==> src/rtl/key_event.sv <==
// Key event decoder: press/release edges, long-press and auto-repeat on a debounced key.
// Optional feature macro: KEY_REPEAT_EN (auto-repeat pulses while held past the long-press point).
// release and repeat are SystemVerilog keywords, so those ports are named key_release / key_repeat.
//
// state | meaning
// IDLE  | key released, waiting for a rising edge
// HOLD  | key held, counting toward the long-press threshold
// LONG  | long-press declared, counting auto-repeat periods
module key_event #(
  parameter int LONG_CYC   = 1000,
  parameter int REPEAT_CYC = 200,
  parameter int TMR_BW     = 16
) (
  input  logic       clk,
  input  logic       aclr,
  input  logic       reset,
  input  logic       key,
  output logic       press,
  output logic       key_release,
  output logic       long_press,
  output logic       key_repeat,
  output logic       held,
  output logic [7:0] press_cnt
);

  typedef enum logic [1:0] {
    IDLE = 2'd0,
    HOLD = 2'd1,
    LONG = 2'd2
  } state_t;

  localparam logic [TMR_BW-1:0] LONG_TC   = TMR_BW'(LONG_CYC - 1);
  localparam logic [TMR_BW-1:0] REPEAT_TC = TMR_BW'(REPEAT_CYC - 1);
  localparam logic [TMR_BW-1:0] TMR_ONE   = TMR_BW'(1);

  // Thresholds must fit the timer and leave at least one count before terminal.
  generate
    if (LONG_CYC < 2 || LONG_CYC > (2**TMR_BW) - 1 ||
        REPEAT_CYC < 2 || REPEAT_CYC > (2**TMR_BW) - 1) begin : g_bad_cfg
      $error("key_event: LONG_CYC/REPEAT_CYC out of range for TMR_BW");
    end
  endgenerate

  state_t            state;
  state_t            state_nx;
  logic              key_d;
  logic              rise;
  logic              fall;
  logic [TMR_BW-1:0] timer;
  logic [TMR_BW-1:0] timer_nx;
  logic              long_hit;
  logic              rpt_hit;
  logic              press_nx;
  logic              release_nx;
  logic              long_nx;
  logic              repeat_nx;

  assign rise     = key & ~key_d;
  assign fall     = ~key & key_d;
  assign long_hit = (timer == LONG_TC);
  assign rpt_hit  = (timer == REPEAT_TC);

  always_ff @(posedge clk or negedge aclr) begin
    if (!aclr) begin
      key_d <= 1'b0;
    end else if (reset) begin
      key_d <= 1'b0;
    end else begin
      key_d <= key;
    end
  end

  // State register and timer
  always_ff @(posedge clk or negedge aclr) begin
    if (!aclr) begin
      state <= IDLE;
      timer <= '0;
    end else if (reset) begin
      state <= IDLE;
      timer <= '0;
    end else begin
      state <= state_nx;
      timer <= timer_nx;
    end
  end

  // Next-state and timer update
  always_comb begin
    state_nx = state;
    timer_nx = timer;
    case (state)
      IDLE: begin
        timer_nx = '0;
        if (rise) begin
          state_nx = HOLD;
        end
      end
      HOLD: begin
        if (fall) begin
          state_nx = IDLE;
          timer_nx = '0;
        end else if (long_hit) begin
          state_nx = LONG;
          timer_nx = '0;
        end else begin
          timer_nx = timer + TMR_ONE;
        end
      end
      LONG: begin
        if (fall) begin
          state_nx = IDLE;
          timer_nx = '0;
        end else begin
`ifdef KEY_REPEAT_EN
          timer_nx = rpt_hit ? '0 : (timer + TMR_ONE);
`else
          // Without auto-repeat the timer parks until the key is released.
          timer_nx = timer;
`endif
        end
      end
      default: begin
        state_nx = IDLE;
        timer_nx = '0;
      end
    endcase
  end

  // Output decode; a fall always wins over the long/repeat thresholds.
  always_comb begin
    press_nx   = 1'b0;
    release_nx = 1'b0;
    long_nx    = 1'b0;
    repeat_nx  = 1'b0;
    case (state)
      IDLE: press_nx = rise;
      HOLD: begin
        release_nx = fall;
        long_nx    = ~fall & long_hit;
      end
      LONG: begin
        release_nx = fall;
`ifdef KEY_REPEAT_EN
        repeat_nx  = ~fall & rpt_hit;
`else
        repeat_nx  = 1'b0 & rpt_hit;
`endif
      end
      default: begin
        press_nx = 1'b0;
      end
    endcase
  end

  always_ff @(posedge clk or negedge aclr) begin
    if (!aclr) begin
      press       <= 1'b0;
      key_release <= 1'b0;
      long_press  <= 1'b0;
      key_repeat  <= 1'b0;
      held        <= 1'b0;
      press_cnt   <= 8'd0;
    end else if (reset) begin
      press       <= 1'b0;
      key_release <= 1'b0;
      long_press  <= 1'b0;
      key_repeat  <= 1'b0;
      held        <= 1'b0;
      press_cnt   <= 8'd0;
    end else begin
      press       <= press_nx;
      key_release <= release_nx;
      long_press  <= long_nx;
      key_repeat  <= repeat_nx;
      held        <= (state_nx != IDLE);
      if (press_nx && (press_cnt != 8'hFF)) begin
        press_cnt <= press_cnt + 8'd1;
      end
    end
  end

endmodule

==> config.mk <==
export PLATFORM = sky130hd
export DESIGN_NAME = key_event
export DESIGN_NICKNAME = d
export VERILOG_FILES = /design/src/rtl/key_event.sv
export SDC_FILE = /design/constraint.sdc
export NUM_CORES = 1
export LEC_CHECK = 0
export ABC_AREA = 1
export BUFFER_PORTS_ARGS = -buffer_cell sky130_fd_sc_hd__clkbuf_2
export CORE_AREA = 8 8 70 72
export CTS_CLUSTER_SIZE = 16
export DETAILED_ROUTE_END_ITERATION = 6
export DIE_AREA = 0 0 78 80
export MAX_ROUTING_LAYER = met4
export PLACE_DENSITY = 0.72
export SYNTH_ARGS = -nofsm -noshare
export SYNTH_HDL_FRONTEND = slang
export SYNTH_SLANG_ARGS = --single-unit
==> constraint.sdc <==
create_clock -name clk -period 1.3 [get_ports clk]
set_input_delay 0.13 -clock clk [delete_from_list [all_inputs] [get_ports clk]]
set_output_delay 0.13 -clock clk [all_outputs]
set_load 0.05 [all_outputs]
Yosys cells after proc, flatten, opt, wreduce, memory -nomap -nowiden
Cells that the tools add are included.

Input bits: 4. Logic and storage cells: 47. Register bits: 31.

Bitwise logic cells: 6. Add/sub/neg operators: 2. Equal/unequal tests: 5. Reduce and logical (&&, ||, !) cells: 5. Mux-type cells: 21.

Operators with widths (count): 16-bit two-way mux (4); 16-bit one-hot mux with 2 select lines (1); 16-bit by 1-bit adder with 16-bit output, second input constant (1); 16-bit by 10-bit equality test with 1-bit output, second input constant (1); 8-bit two-way mux (2); 2-bit two-way mux (5); 8-bit by 1-bit adder with 8-bit output, second input constant (1); 1-bit two-way mux (8); 8-bit inequality test, second input constant (1); 2-bit one-hot mux with 3 select lines (1); 2-bit nonzero test (2); 1-bit AND (3); 3-bit inequality test, second input constant (1); 1-bit NOT (3); 2-bit by 1-bit equality test with 1-bit output, second input constant (1); 2-bit equality test, second input constant (1); 2-bit logical NOT (1); 2-bit OR reduction (1); 1-bit logical AND (1).

Depth between registers and ports, before layout
Depth after elaboration: 6. Gate-level depth with buffers: 12. Gate-level depth less buffers: 12.

Least setup slack after synthesis
OpenSTA, ideal clock, no wires.

Path type: register to register. From: register press_cnt[0]. To: register press_cnt[6]. Data arrival time: 1567 ps. Clock period less this slack: 1691 ps. Cell stages (with the launch flop): 9. Slack: -391 ps. Path through: dfrtp_1 > ha_1 > nand2_1 > inv_1 > nand3_4 > nand2_4 > nand2_2 > nand3_1 > o21ai_1.

Longest elaborated chain between the ends: 3. Elaborated cells between the ends (all ways): 6.

Ends and longest elaborated chain: start: declaration (line 23) `output logic [7:0] press_cnt`; start signal: assignment (line 177) `press_cnt <= press_cnt + 8'd1;`; 8-bit by 1-bit adder with 8-bit output or 8-bit inequality test (tied branches) (line 177, 176); 8-bit two-way mux or 1-bit logical AND (tied branches) (line 176) `if (press_nx && (press_cnt != 8'hFF)) begin`; 8-bit two-way mux or 2-bit nonzero test (tied branches).

Parallel ways exist; a longest one is shown, timed or not. The select of a mux whose other input is x is not followed. A chain may end at the register's enable or synchronous reset.

Worst setup path after layout
From: register timer[1]. To: register held.

Longest elaborated chain between the ends: 6.

Ends and longest elaborated chain: start: declaration (line 49) `logic [TMR_BW-1:0] timer;`; start signal: assignment (line 83) `timer <= timer_nx;`; 16-bit by 10-bit equality test with 1-bit output (line 60) `assign long_hit = (timer == LONG_TC);`; 2-bit two-way mux (line 102) `end else if (long_hit) begin`; 2-bit two-way mux (line 99) `if (fall) begin`; 2-bit one-hot mux with 3 select lines (line 91) `case (state)`; 2-bit nonzero test (line 175) `held <= (state_nx != IDLE);`; 1-bit two-way mux (line 163) `end else if (reset) begin`; end signal: assignment (line 175); end: declaration (line 22) `output logic held,`.

No other way between the ends.

==> key figures <==
GRT
  – Vias in the first global route: 1654
  – Global-route wire length before repair: 7280 um
  – Largest net degree at the start of global routing: 17
  – GR Overflow Total: 0
  – Initial antenna violation count: 0
  – GR Util All Layers: 15.0%

Place
  – Number of instances in the placed design: 324
  – RePlAce Congestion: 0.800
  – Dpl hpwl: 3160 um
  – IO Port Bufs: 15

Yosys
  – Synthesis Warnings: 0
  – Count leader, synth: nand2_1
  – Area leader, netlist: dfrtp_1
  – Synth top cells by count: nand2_1, dfrtp_1, inv_1
  – Synth Area in Compound Gates: 6.05%
  – Synthesized net count: 237
  – Post-synth top flop: dfrtp_1
  – Main combinational cell family by area after synthesis: simple AND/OR/NAND/NOR gates
  – Flop and latch count out of synthesis: 31
  – Synth top area share: 42.1%
  – Post-Synth XOR/XNOR Area: 3.80%
  – Synth area leaders: dfrtp_1, nand2_1, nand3_1
  – Sequential area share after synthesis: 42.1%
  – Post-Synth Adder-Cell Area: 4.08%
  – Mean Syn Cell Area: 8.11 um2
  – Post-synth cell types: 30
  – Synth Area in Simple Gates: 35.7%
  – Synth Cell Area: 1840 um2
  – Synth async-reset ratio: 100%
  – Post-synthesis cell count: 227
  – Post-synth EDFFs: 0
  – Mux contribution to synthesized area: 0%

Timing
  – Max-slew violation count: 0
  – Setup violators final: 26
  – Setup TNS: -2.30 ns
  – Min setup slack post-route: -0.191 ns
  – Min Tclk post-route: 1.49 ns
  – RSZ-0062 raised after global routing: true
  – Fmax: 671 MHz
  – Setup Skew: 0.0106 ns
  – Final hold viol count: 0
  – Period utilization: 115%

Worst setup path
  – Max incr delay on CP: 0.41 ns
  – Crit start category: flip-flop
  – Crit path top cell by count: nand2_2
  – Crit-path slowest cell: dfrtp_1
  – CP Cell Sequence: ha_4, nand2_4, inv_2, nand2_2, nor2_4, nand2_2, nand2_2, nand2_4, nand2_2, nand2_2, nand2_2, nand2_1
  – CP required: 1.48 ns
  – Crit path max fanout: 8
  – Crit end category: flip-flop
  – WS Path Type: flip-flop to flip-flop
  – CP arrival: 1.67 ns
  – Buf/Inv on CP: 1
  – Crit-path leading delay family: simple AND/OR/NAND/NOR gates

Outcome
  – Status: complete, but fails checks
  – Violated checks: negative setup slack

Pwr
  – Worst VDD drop: 0.850 mV
  – Pwr per Cell Area: 856 nW/um2
  – Pleak: 1.27 nW

Routing
  – Via count: 1686
  – Detailed Route WL: 4640 um
  – Initial DRC count: 121
  – Drt wl/cell: 13.5 um
  – TritonRoute pass-1 iters: 4
  – Vias per cell: 4.92
  – Post-route ant nets: 0
  – Post-Route M1 WL: 2030 um
  – DRC: 0
  – Metal3 WL: 109 um
  – DR WL met2: 2420 um
  – Top sig layer: met4

Layout
  – Number of diodes: 0
  – Final Core Density: 69.1%
  – Non-filler cells in the finished layout: 343
  – Area growth syn-to-layout: 44.6%
  – Nets: 302
  – Fraction of layout cells with a size suffix above 1: 47.4%

Floorplan
  – Die Footprint: 6240 um2
  – Die H: 80 um
  – Initial core utilization: 47.8%
  – Die Wd: 78 um
  – Core Box Area: 3860 um2
  – Cell Rows: 23
  – IO Pins: 17

Worst hold path
  – Worst hold path class: input pin to flip-flop

Clock network
  – H-Tree Depth: 2
  – Clk root buf: clkbuf_8
  – Clk slew on worst S/H paths: 0.07 ns
  – CTS buffer count: 5
  – Clk buf depth: 2
  – TritonCTS clock tree: yes
  – Worst-skew pair later-pin latency: 0.29 ns
  – Clock Sinks: 31

Run
  – Max Cap Viol: 0
[sequential cells by signal, indices dropped and copies added, names as in the netlist]
signal / count
held: 1
long_press: 1
state: 2
key_d: 1
timer: 16
press_cnt: 8
key_release: 1
press: 1
[area by class of cell]
type	instances	area [um2]
Clock buffer	5	68.8
Inverter	34	135
Multi-Input combinational cell	160	1150
Fill cell	290	1190
Clock inverter	3	20.0
Sequential cell	31	783
Timing Repair Buffer	60	443
Tap cell	50	62.6
[cell usage in the layout, fill, tap and decap left out, types with 4 or more instances in the layout]
cell	n
buf_4	39
nand2_1	33
nor2_1	27
dfrtp_1	25
inv_1	22
nand3_1	20
clkbuf_2	15
nand2_2	13
inv_2	8
nor2_4	8
xor2_1	7
a21oi_1	6
dfrtp_2	6
nand2_4	5
clkbuf_8	5
ha_4	4
buf_6	4
[per-layer routing]
metal	global-route usage [%]	vias to the layer above
met3	3.27	8
met2	25.4	17
met4	5.37	0
met1	17.2	815
li1	-	846
met5	-	-
[path summary, 6_finish.rpt]
path	end	start	depth (start not counted)	slack, ns
max in group asynchronous	press_cnt[4]	aclr	3	0.54
min in group asynchronous	press_cnt[7]	aclr	2	0.30
worst max register to register	held	timer[1]	12	-0.19
worst min-delay path	key_d	key	3	0.09
worst max-delay path	held	timer[1]	12	-0.19
worst min register to register	timer[14]	timer[14]	2	0.54
[worst register-to-register path: stages, from the launching register on]
cell and delay (ns):
dfrtp_1 0.41, ha_4 0.17, nand2_4 0.05, inv_2 0.05, nand2_2 0.05, nor2_4 0.12
nand2_2 0.06, nand2_2 0.09, nand2_4 0.09, nand2_2 0.08, nand2_2 0.05, nand2_2 0.09
nand2_1 0.05
[cells by family after synthesis]
family | Yosys count
buffers and inverters | 36
other | 1
adders and majority gates | 6
xor gates and xnor gates | 8
DFF | 31
AOI/OAI and AO/OA | 19
and+or+nand+nor | 126
[power breakdown]
| part | internal [W] | switching, W |
|---|---|---|
| logic | 0.000169 | 0.000324 |
| registers | 0.00100 | 0.0000311 |
| clock network | 0.000372 | 0.000384 |
| total | 0.00154 | 0.000739 |
[repair_timing]
item                                    in CTS  in global routing
endpoints found under the setup margin      26                 28
resized for setup                           15                 34
setup buffers                                4                  6
hold buffers                                 1                  0
pin swaps                                    9                 21
hold endpoints to repair                    15                  0
[per-stage QoR]
stage	hold WS (ns)	setup slack (ns)	cell area, um2	power (W)
after floorplan	-0.166	-0.135	1920	0.00131
after global placement	0.0868	-0.107	2300	0.00144
after detailed placement	0.0964	-0.192	2300	0.00145
after CTS	0.0712	-0.151	2480	0.00224
after global routing	0.108	-0.284	2660	0.00238
final	0.0871	-0.191	2660	0.00228
No activity file was read; power rests on OpenSTA's default activity.
